--- config.mk ---
export PLATFORM = sky130hd
export DESIGN_NAME = nibble_operand_loader
export DESIGN_NICKNAME = d
export VERILOG_FILES = /design/src/rtl/nibble_operand_loader.sv
export SDC_FILE = /design/constraint.sdc
export NUM_CORES = 1
export LEC_CHECK = 0
export CAP_MARGIN = 40
export CELL_PAD_IN_SITES_DETAIL_PLACEMENT = 1
export CELL_PAD_IN_SITES_GLOBAL_PLACEMENT = 1
export CORE_MARGIN = 5
export CORE_UTILIZATION = 41
export DETAILED_ROUTE_END_ITERATION = 6
export PLACE_DENSITY = 0.87
export SYNTH_ARGS = -nofsm -noshare
export SYNTH_HDL_FRONTEND = slang
export SYNTH_SLANG_ARGS = --single-unit
--- constraint.sdc ---
create_clock -name clk -period 1.8 [get_ports clk]
set_clock_uncertainty 0.1 [all_clocks]
set_input_delay 0.36 -clock clk [delete_from_list [all_inputs] [get_ports clk]]
set_output_delay 0.36 -clock clk [all_outputs]
set_load 0.005 [all_outputs]
--- src/rtl/nibble_operand_loader.sv ---
// nibble_operand_loader: assembles operand A then operand B from a nibble
// stream (least-significant chunk first) and presents the pair to the OR
// unit through a valid/ready handshake. Shadow registers collect the chunks.
// op_a/op_b are loaded only when a pair is complete, so they never show a
// partial load.
module nibble_operand_loader #(
    parameter int WIDTH = 20,
    parameter int NIB   = 4
) (
    input  logic             clk,
    input  logic             rst_n,
    input  logic             clear,
    input  logic             in_valid,
    output logic             in_ready,
    input  logic [NIB-1:0]   in_nibble,
    output logic             out_valid,
    input  logic             out_ready,
    output logic [WIDTH-1:0] op_a,
    output logic [WIDTH-1:0] op_b
);

    localparam int NCHUNK = WIDTH / NIB;
    localparam int CW     = (NCHUNK > 1) ? $clog2(NCHUNK) : 1;
    localparam logic [CW-1:0] LAST = CW'(NCHUNK - 1);

    typedef enum logic [1:0] {
        LOAD_A  = 2'd0,
        LOAD_B  = 2'd1,
        PRESENT = 2'd2
    } state_t;

    state_t                       state, state_n;
    logic [CW-1:0]                cnt, cnt_n;
    logic [NCHUNK-1:0][NIB-1:0]   shadow_a, shadow_b, b_full;
    logic                         accept, consume, last, commit;

    // The pair is pending exactly while the FSM sits in PRESENT.
    assign out_valid = (state == PRESENT);

    // Handshake decode and next-state; clear overrides any transfer.
    always_comb begin
        in_ready = (state != PRESENT);
        accept   = in_valid && in_ready && !clear;
        consume  = out_valid && out_ready && !clear;
        last     = (cnt == LAST);
        commit   = accept && last && (state == LOAD_B);
        state_n  = state;
        cnt_n    = cnt;
        // B as it will look including the chunk accepted on the commit edge
        b_full             = shadow_b;
        b_full[NCHUNK-1]   = in_nibble;
        if (clear) begin
            state_n = LOAD_A;
            cnt_n   = '0;
        end else begin
            case (state)
                LOAD_A: if (accept) begin
                    if (last) begin
                        cnt_n   = '0;
                        state_n = LOAD_B;
                    end else begin
                        cnt_n = cnt + 1'b1;
                    end
                end
                LOAD_B: if (accept) begin
                    if (last) begin
                        cnt_n   = '0;
                        state_n = PRESENT;
                    end else begin
                        cnt_n = cnt + 1'b1;
                    end
                end
                PRESENT: if (consume) state_n = LOAD_A;
                default: begin
                    state_n = LOAD_A;
                    cnt_n   = '0;
                end
            endcase
        end
    end

    // State, chunk counter and committed output pair.
    always_ff @(posedge clk or negedge rst_n) begin
        if (!rst_n) begin
            state <= LOAD_A;
            cnt   <= '0;
            op_a  <= '0;
            op_b  <= '0;
        end else begin
            state <= state_n;
            cnt   <= cnt_n;
            if (commit) begin
                op_a <= shadow_a;
                op_b <= b_full;
            end
        end
    end

    // Shadow capture: the accepted chunk lands in the slot selected by cnt.
    always_ff @(posedge clk or negedge rst_n) begin
        if (!rst_n) begin
            shadow_a <= '0;
            shadow_b <= '0;
        end else if (accept) begin
            for (int k = 0; k < NCHUNK; k++) begin
                if (cnt == CW'(k)) begin
                    if (state == LOAD_A) shadow_a[k] <= in_nibble;
                    if (state == LOAD_B) shadow_b[k] <= in_nibble;
                end
            end
        end
    end

endmodule

After elaboration in Yosys (flattened, before gate mapping)
Cells that the tools add are included.

storage, ports and cells
  register bits after elaboration = 81
  logic and storage cells = 60

cells by class
  add/sub/neg operators = 1
  equality and inequality tests = 14
  multiplexer cells = 11
  reduce and logical (&&, ||, !) cells = 21

operator list
  operator                                                         number
  3-bit AND reduction                                              9
  2-bit 2-to-1 mux                                                 6
  3-bit != test, second input constant                             4
  3-bit 2-to-1 mux                                                 3
  3-bit by 2-bit == test with 1-bit output, second input constant  2
  1-bit logical AND                                                6
  2-bit one-hot mux with 3 select lines                            1
  3-bit one-hot mux with 2 select lines                            1
  5-bit AND reduction                                              1
  2-bit != test, second input constant                             2
  3-bit by 1-bit adder with 3-bit output, second input constant    1
  3-bit by 1-bit == test with 1-bit output, second input constant  1
  3-bit == test, second input constant                             1
  3-bit logical NOT                                                1
  3-bit by 1-bit != test with 1-bit output, second input constant  1
  3-bit by 2-bit != test with 1-bit output, second input constant  1
  2-bit by 1-bit == test with 1-bit output, second input constant  1
  2-bit == test, second input constant                             1
  2-bit logical NOT                                                1
  2-bit AND reduction                                              1
  2-bit OR reduction                                               1
  1-bit logical NOT                                                1

Longest topological paths before layout
Gate-level depths: netlist of run 1.

  depth after elaboration = 6
  mapped depth = 7

Least setup slack after synthesis of run 1
OpenSTA, ideal clock, no wires.

  path kind = reg2reg
  start point = reg cnt[0]
  end point = reg op_a[0]
  setup time = 125 ps
  arrival = 1645 ps
  required time = 1575 ps
  setup slack = -71 ps
  stages on the path, launching flop included = 8
  buffers on the path = 2
  clock period less this slack = 1871 ps
  cell sequence = dfrtp_1 inv_1 ha_1 and4bb_4 and3_4 buf_6 buf_12 mux2_4

between the ends
  longest elaborated chain between the ends = 3

ends and longest elaborated chain
  element                          RTL line  RTL
  start, declared                  33        logic [CW-1:0] cnt, cnt_n;
  start signal, assigned           91        cnt <= cnt_n;
  3-bit == test                    45        last = (cnt == LAST);
  1-bit logical AND (2 in series)  46        commit = accept && last && (state == LOAD_B);
  end signal, assigned             93        op_a <= shadow_a;
  end, declared                    18        output logic [WIDTH-1:0] op_a,

No other way between the ends.
A chain may end at the register's enable or synchronous reset.

Worst setup path after layout of run 1
  start point = reg cnt[1]
  end point = reg op_b[11]

between the ends
  longest elaborated chain between the ends = 3

ends and longest elaborated chain
  element                          RTL line  RTL
  3-bit == test                    45
  1-bit logical AND (2 in series)  46
  end signal, assigned             94        op_b <= b_full;
  end, declared                    19        output logic [WIDTH-1:0] op_b

No other way between the ends.

==> flow_summary.ini, run 1 <==
[clock_network]
clk_pin_slew_worst_paths_ps = 90
cts_tree = yes
cts_inserted_buffers = 9
clk_latency_ps = 350
htreeDepth = 3
clockRootBuffer = clkbuf_8
cts.path.max_buffers = 2
cts_num_sinks = 81

[floorplan]
die_width_um = 101.3
core_area_sq_um = 8175
initial_core_util = 0.4178
die_y_um = 101.3
rows = 33
die_area_sq_um = 10260
io_pins = 51

[pwr]
pwr-share-seq = 0.512
p_leak_nw = 2.202
combPwrFrac = 0.141
intPower_mw = 3.304
switching_share = 0.2408
p_clk_frac = 0.347
switchingPower_mw = 1.048
peakVddDrop_v = 0.0005396
power_density_nw_per_um2 = 929.9

[timing]
hold_viol = 0
period_needed_ps = 1900
maxSlewViolCount = 0
grt_setup_unrepaired = yes
setup_ws_ps = -100.2
finalSetupViolCount = 40
post-route-period-util = 1.056
hold_slack_ps = 375.3
max_freq_mhz = 526.3
worst_pin_slew_ps = 463.4
maxSlewHeadroom = 0.6901

[outcome]
outcome = finished with violations
violations = setup timing

[worst_setup_path]
crit_type = reg2reg
cp.arrival_ps = 2040
required_ps = 1930
worstPathMaxFanout = 7
cp-end-kind = flip-flop
start_kind = flip-flop

[synthesis]
ys_seq_area_frac = 0.5934
synth_flop_cell = dfrtp_1
avgSynthCellArea_sq_um = 16.66
syn_nets = 219
yosysWarningCount = 0
ys_seq_elements = 81
async_flop_share = 1.000
netlist_area_sq_um = 3416
synth_edf_count = 0
syn-instance-count = 205
ys_types = 26

[global_routing]
grt_max_degree = 40
grt_pass1_vias = 2275
grt_overflow = 0
antenna_found_initial = 0
grtUsageTotal = 0.1600
grt_pass1_wl_mm = 12.45

[finish]
drive_above_1_share = 0.4868
area_growth_pct = 37.03
register_area_sq_um = 2028
n_antenna_cell = 0
stdcell_count = 409
multiInputGateArea_sq_um = 1304
fillers = 788
final_nets = 313

[routing]
drtIter0Drc = 35
drc = 0
vias_per_cell = 4.919
post_drt_wl_per_cell_um = 19.64
dr.pass1.iters = 4
route.vias.total = 2012
detail-route-antenna-nets = 0
wirelength_mm = 8.033

[placed_design]
dp_slack_ps = -369.5
gp_congestion = 0.7522
placedCellCount = 374
port_buffers = 50
place_hpwl_mm = 5.065

[run]
cap_violations = 0

[min_path]
min_path_type = in2async
[cells in the final DEF, fill, tap and decap left out, types with 3 or more instances in the layout]
cell,synthesis,final
nor2_1,4,4
nand2_1,3,3
buf_12,4,4
buf_6,1,3
clkdlybuf4s50_1,0,47
mux2_4,39,42
mux2_2,39,36
dfrtp_1,81,80
nand4_1,5,5
clkbuf_8,0,11
buf_4,0,30
[registers in the layout (all words and copies together), names as in the netlist]
name and count:
b_full 16, shadow_a 20, op_a 20, state 2, op_b 20, cnt 3
[what timing repair did]
action | in CTS | in global routing
gates resized for setup | 13 | 10
hold buffers | 1 | 0
buffers inserted | 7 | 9
pin swaps | 5 | 3
endpoints found under the setup margin | 43 | 61
gates cloned | 2 | 2
hold endpoints to repair | 27 | 0
[final timing paths]
check	slack (ps)	end	cells past startpoint	start
hold reg to reg	410	op_a[10]$_DFFE_PN0P_	1	shadow_a[10]$_DFFE_PN0P_
setup / recovery	-100	op_b[11]$_DFFE_PN0P_	7	cnt[1]$_DFFE_PN0P_
hold / removal	380	b_full[3]$_DFFE_PN0P_	2	rst_n
setup reg to reg	-100	op_b[11]$_DFFE_PN0P_	7	cnt[1]$_DFFE_PN0P_
min in group clk	410	op_a[10]$_DFFE_PN0P_	1	shadow_a[10]$_DFFE_PN0P_
max in group asynchronous	670	op_b[0]$_DFFE_PN0P_	3	rst_n
[per-stage QoR]
step                area (sq um)  total power [mW]  setup TNS (ps)    util
CTS                         4544             4.343           -2409  0.5559
global route                4681             4.554           -5833  0.5725
finish                      4681             4.352           -3307  0.5725
floorplan                   3422             2.531           -2514       -
detailed placement          4154             2.795          -21930  0.5081
global placement            4154             2.726          -18580  0.5081
[routing by layer]
layer  vias to the layer above  part of all wire  track usage
met1                      1059              0.44       0.2033
li1                        906                 -            -
met2                        38              0.52       0.2736
met3                         9             0.033      0.03099
met4                         0             0.012      0.05521
met5                         -                 0            0
[logic make-up after synthesis]
group	Yosys count	share of synthesized area
and+or+nand+nor	23	0.04176
buffers and inverters	14	0.03699
adders and majority gates	5	0.01832
xor gates and xnor gates	1	0.002565
DFF	81	0.5934
AOI/OAI and AO/OA	2	0.004028
muxes	79	0.3029
[final cells by class]
type,instances,area share
clock buffer,12,0.03315
inverter,4,0.003208
timing repair buffer,93,0.2077
multi-input combinational,110,0.2785
tap,105,0.02807
sequential,81,0.4333
clock inverter,4,0.01604
[power groups by stage]
stage / clock (mW) / sequential, mW / combinational, mW
6_report: 1.51 / 2.23 / 0.613
5_1_grt: 1.63 / 2.26 / 0.666
4_1_cts: 1.54 / 2.23 / 0.575
3_5_place_dp: 0 / 2.26 / 0.534
3_3_place_gp: 0 / 2.23 / 0.494
2_1_floorplan: 0 / 2.21 / 0.325
[synthesized netlist by cell type, types with 2 or more instances]
master,number,share of area
dfrtp_1,81,0.59
mux2_2,39,0.13
mux2_4,39,0.17
ha_1,5,0.018
nand4_1,5,0.0092
buf_1,4,0.0044
buf_12,4,0.023
inv_1,4,0.0044
nor2_1,4,0.0044
nand2_1,3,0.0033
nor3_1,2,0.0029
[critical path, cell delays in order, from the launching register on]
cell       delay (ps)
dfrtp_1           400
inv_2             100
ha_4              140
and4bb_4          240
and3_4            210
buf_12            150
clkbuf_16         150
mux2_4            290
Power figures use the tool's default switching activity.
==> inputs of run 2 (changes only) <==
CORE_UTILIZATION = 45   (was 41)
DONT_BUFFER_PORTS = 1   (was default)
PLACE_DENSITY = 0.82   (was 0.87)
==> flow_summary.ini, run 2 (same netlist as run 1, synthesis figures left out) <==
[finish]
n_antenna_cell = 0
stdcell_count = 329
mostFrequentLayoutCells = dfrtp_1 (80), mux2_4 (40), mux2_2 (38), clkbuf_8 (11), buf_4 (10)
area_growth_pct = 14.51
drive_above_1_share = 0.5174
final_nets = 239
reg.largest.list = op_a: 20 flops, op_b: 20 flops, shadow_a: 20 flops
final_common_cell = dfrtp_1

[clock_network]
clk_pin_slew_worst_paths_ps = 80
htreeDepth = 3
cts_inserted_buffers = 9
clk_latency_ps = 350
cts.path.max_buffers = 2
cts_tree = yes
cts_num_sinks = 81
hold_buffers = 1
clockRootBuffer = clkbuf_8

[floorplan]
die_area_sq_um = 9433
rows = 31
die_y_um = 97.13
initial_core_util = 0.4659
io_pins = 51
die_width_um = 97.13
core_area_sq_um = 7331

[worst_setup_path]
worstPathMaxFanout = 6
crit_type = reg2reg
cp_slowest_cell = dfrtp_1
cp.arrival_ps = 1980
required_ps = 1930
cp_cell_sequence = inv_2 -> ha_4 -> and4bb_4 -> and3_4 -> buf_12 -> clkbuf_16 -> mux2_4
rr_startpoint = cnt[1]$_DFFE_PN0P_
reg2reg_slack_ps = -50
r2r.worst_path.cells = 7
cp-end-kind = flip-flop
start_kind = flip-flop
critPathMaxStageDelay_ps = 390
worst_r2r_endpoint = op_a[19]$_DFFE_PN0P_

[timing]
post-route-period-util = 1.029
setup_ws_ps = -51.47
grt_setup_unrepaired = yes
hold_slack_ps = -403.5
max_freq_mhz = 540.1
worst_pin_slew_ps = 366.8
period_needed_ps = 1851
hold_viol = 81
maxSlewViolCount = 0
finalSetupViolCount = 40
maxSlewHeadroom = 0.7555

[global_routing]
grt_pass1_vias = 1952
antenna_found_initial = 0
grt_pass1_wl_mm = 11.21
grt_max_degree = 82
grtUsageTotal = 0.1538
grt_overflow = 0

[routing]
drtIter0Drc = 57
vias_per_cell = 5.243
route.vias.total = 1725
detail-route-antenna-nets = 0
dr.pass1.iters = 4
post_drt_wl_per_cell_um = 20.92
drc = 0
wirelength_mm = 6.884

[run]
cap_violations = 0

[placed_design]
place_hpwl_mm = 4.391
gp_congestion = 0.8068
placedCellCount = 305
port_buffers = 0

[pwr]
switching_share = 0.2454
p_leak_nw = 1.883
p_clk_frac = 0.317
intPower_mw = 2.954
combPwrFrac = 0.115
power_density_nw_per_um2 = 1001
peakVddDrop_v = 0.0003896
pwr-share-seq = 0.568
switchingPower_mw = 0.9606

[outcome]
outcome = finished with violations
violations = hold timing, setup timing

[min_path]
min_path_type = in2async
## run 2: worst max-delay path by stage
stage,from,to,slack (ps),depth (start not counted)
4_1_cts,cnt[1]$_DFFE_PN0P_,op_b[3]$_DFFE_PN0P_,-60,7
2_1_floorplan,cnt[0]$_DFFE_PN0P_,op_a[0]$_DFFE_PN0P_,-70,7
3_5_place_dp,cnt[1]$_DFFE_PN0P_,op_a[5]$_DFFE_PN0P_,-60,6
6_report,cnt[1]$_DFFE_PN0P_,op_a[19]$_DFFE_PN0P_,-50,7
3_3_place_gp,cnt[0]$_DFFE_PN0P_,op_b[12]$_DFFE_PN0P_,-10,6
5_1_grt,cnt[1]$_DFFE_PN0P_,op_b[11]$_DFFE_PN0P_,-90,7
## run 2: worst max-delay path, delay by kind of cell, from the launching register on
kind	cells	cell delay [ps]
adders and majority gates	1	130
and+or+nand+nor	2	440
buffers and inverters	3	390
DFF	1	390
muxes	1	290
## run 2: per-stage QoR
stage / instance area, sq um / util / setup slack, ps / total power [mW] / setup TNS [ps]
2_1_floorplan: 3422 / - / -65.39 / 2.531 / -2514
3_3_place_gp: 3551 / 0.4844 / -14.06 / 2.618 / -228.2
3_5_place_dp: 3551 / 0.4844 / -61.05 / 2.673 / -1172
4_1_cts: 3852 / 0.5255 / -57.51 / 3.954 / -1160
5_1_grt: 3911 / 0.5335 / -90.18 / 4.133 / -3021
6_report: 3911 / 0.5335 / -51.47 / 3.915 / -1339
## run 2: final cells by class
type                       count  area (sq um)
timing repair buffer          19         275.3
inverter                       4         15.01
clock inverter                 5         38.79
fill                         687          3420
sequential                    81          2028
multi-input combinational    110          1279
tap                           99         123.9
clock buffer                  11         151.4
## run 2: power groups by stage
stage / registers, mW / clock network (mW) / logic (mW)
final: 2.22 / 1.24 / 0.452
after global routing: 2.25 / 1.39 / 0.495
after CTS: 2.22 / 1.29 / 0.443
after detailed placement: 2.25 / 0 / 0.419
after global placement: 2.23 / 0 / 0.385
after floorplan: 2.21 / 0 / 0.325
## run 2: routing by layer
layer,track usage,up-vias,wire [um]
li1,-,763,-
met1,0.1947,916,3014
met2,0.2378,38,3367
met3,0.05169,8,369
met4,0.07127,0,132
met5,0,-,0
## run 2: what timing repair did
item	CTS	global route
endpoints found under the setup margin	40	41
setup buffers	2	1
pin swaps	0	1
resized for setup	5	1
endpoints found under the hold margin	82	81
cloned	2	2
==> inputs of run 3 (changes only) <==
RECOVER_POWER = 100   (was default)
==> results of run 3 <==
The final DEF is identical to that of run 2; final timing and power are the same.
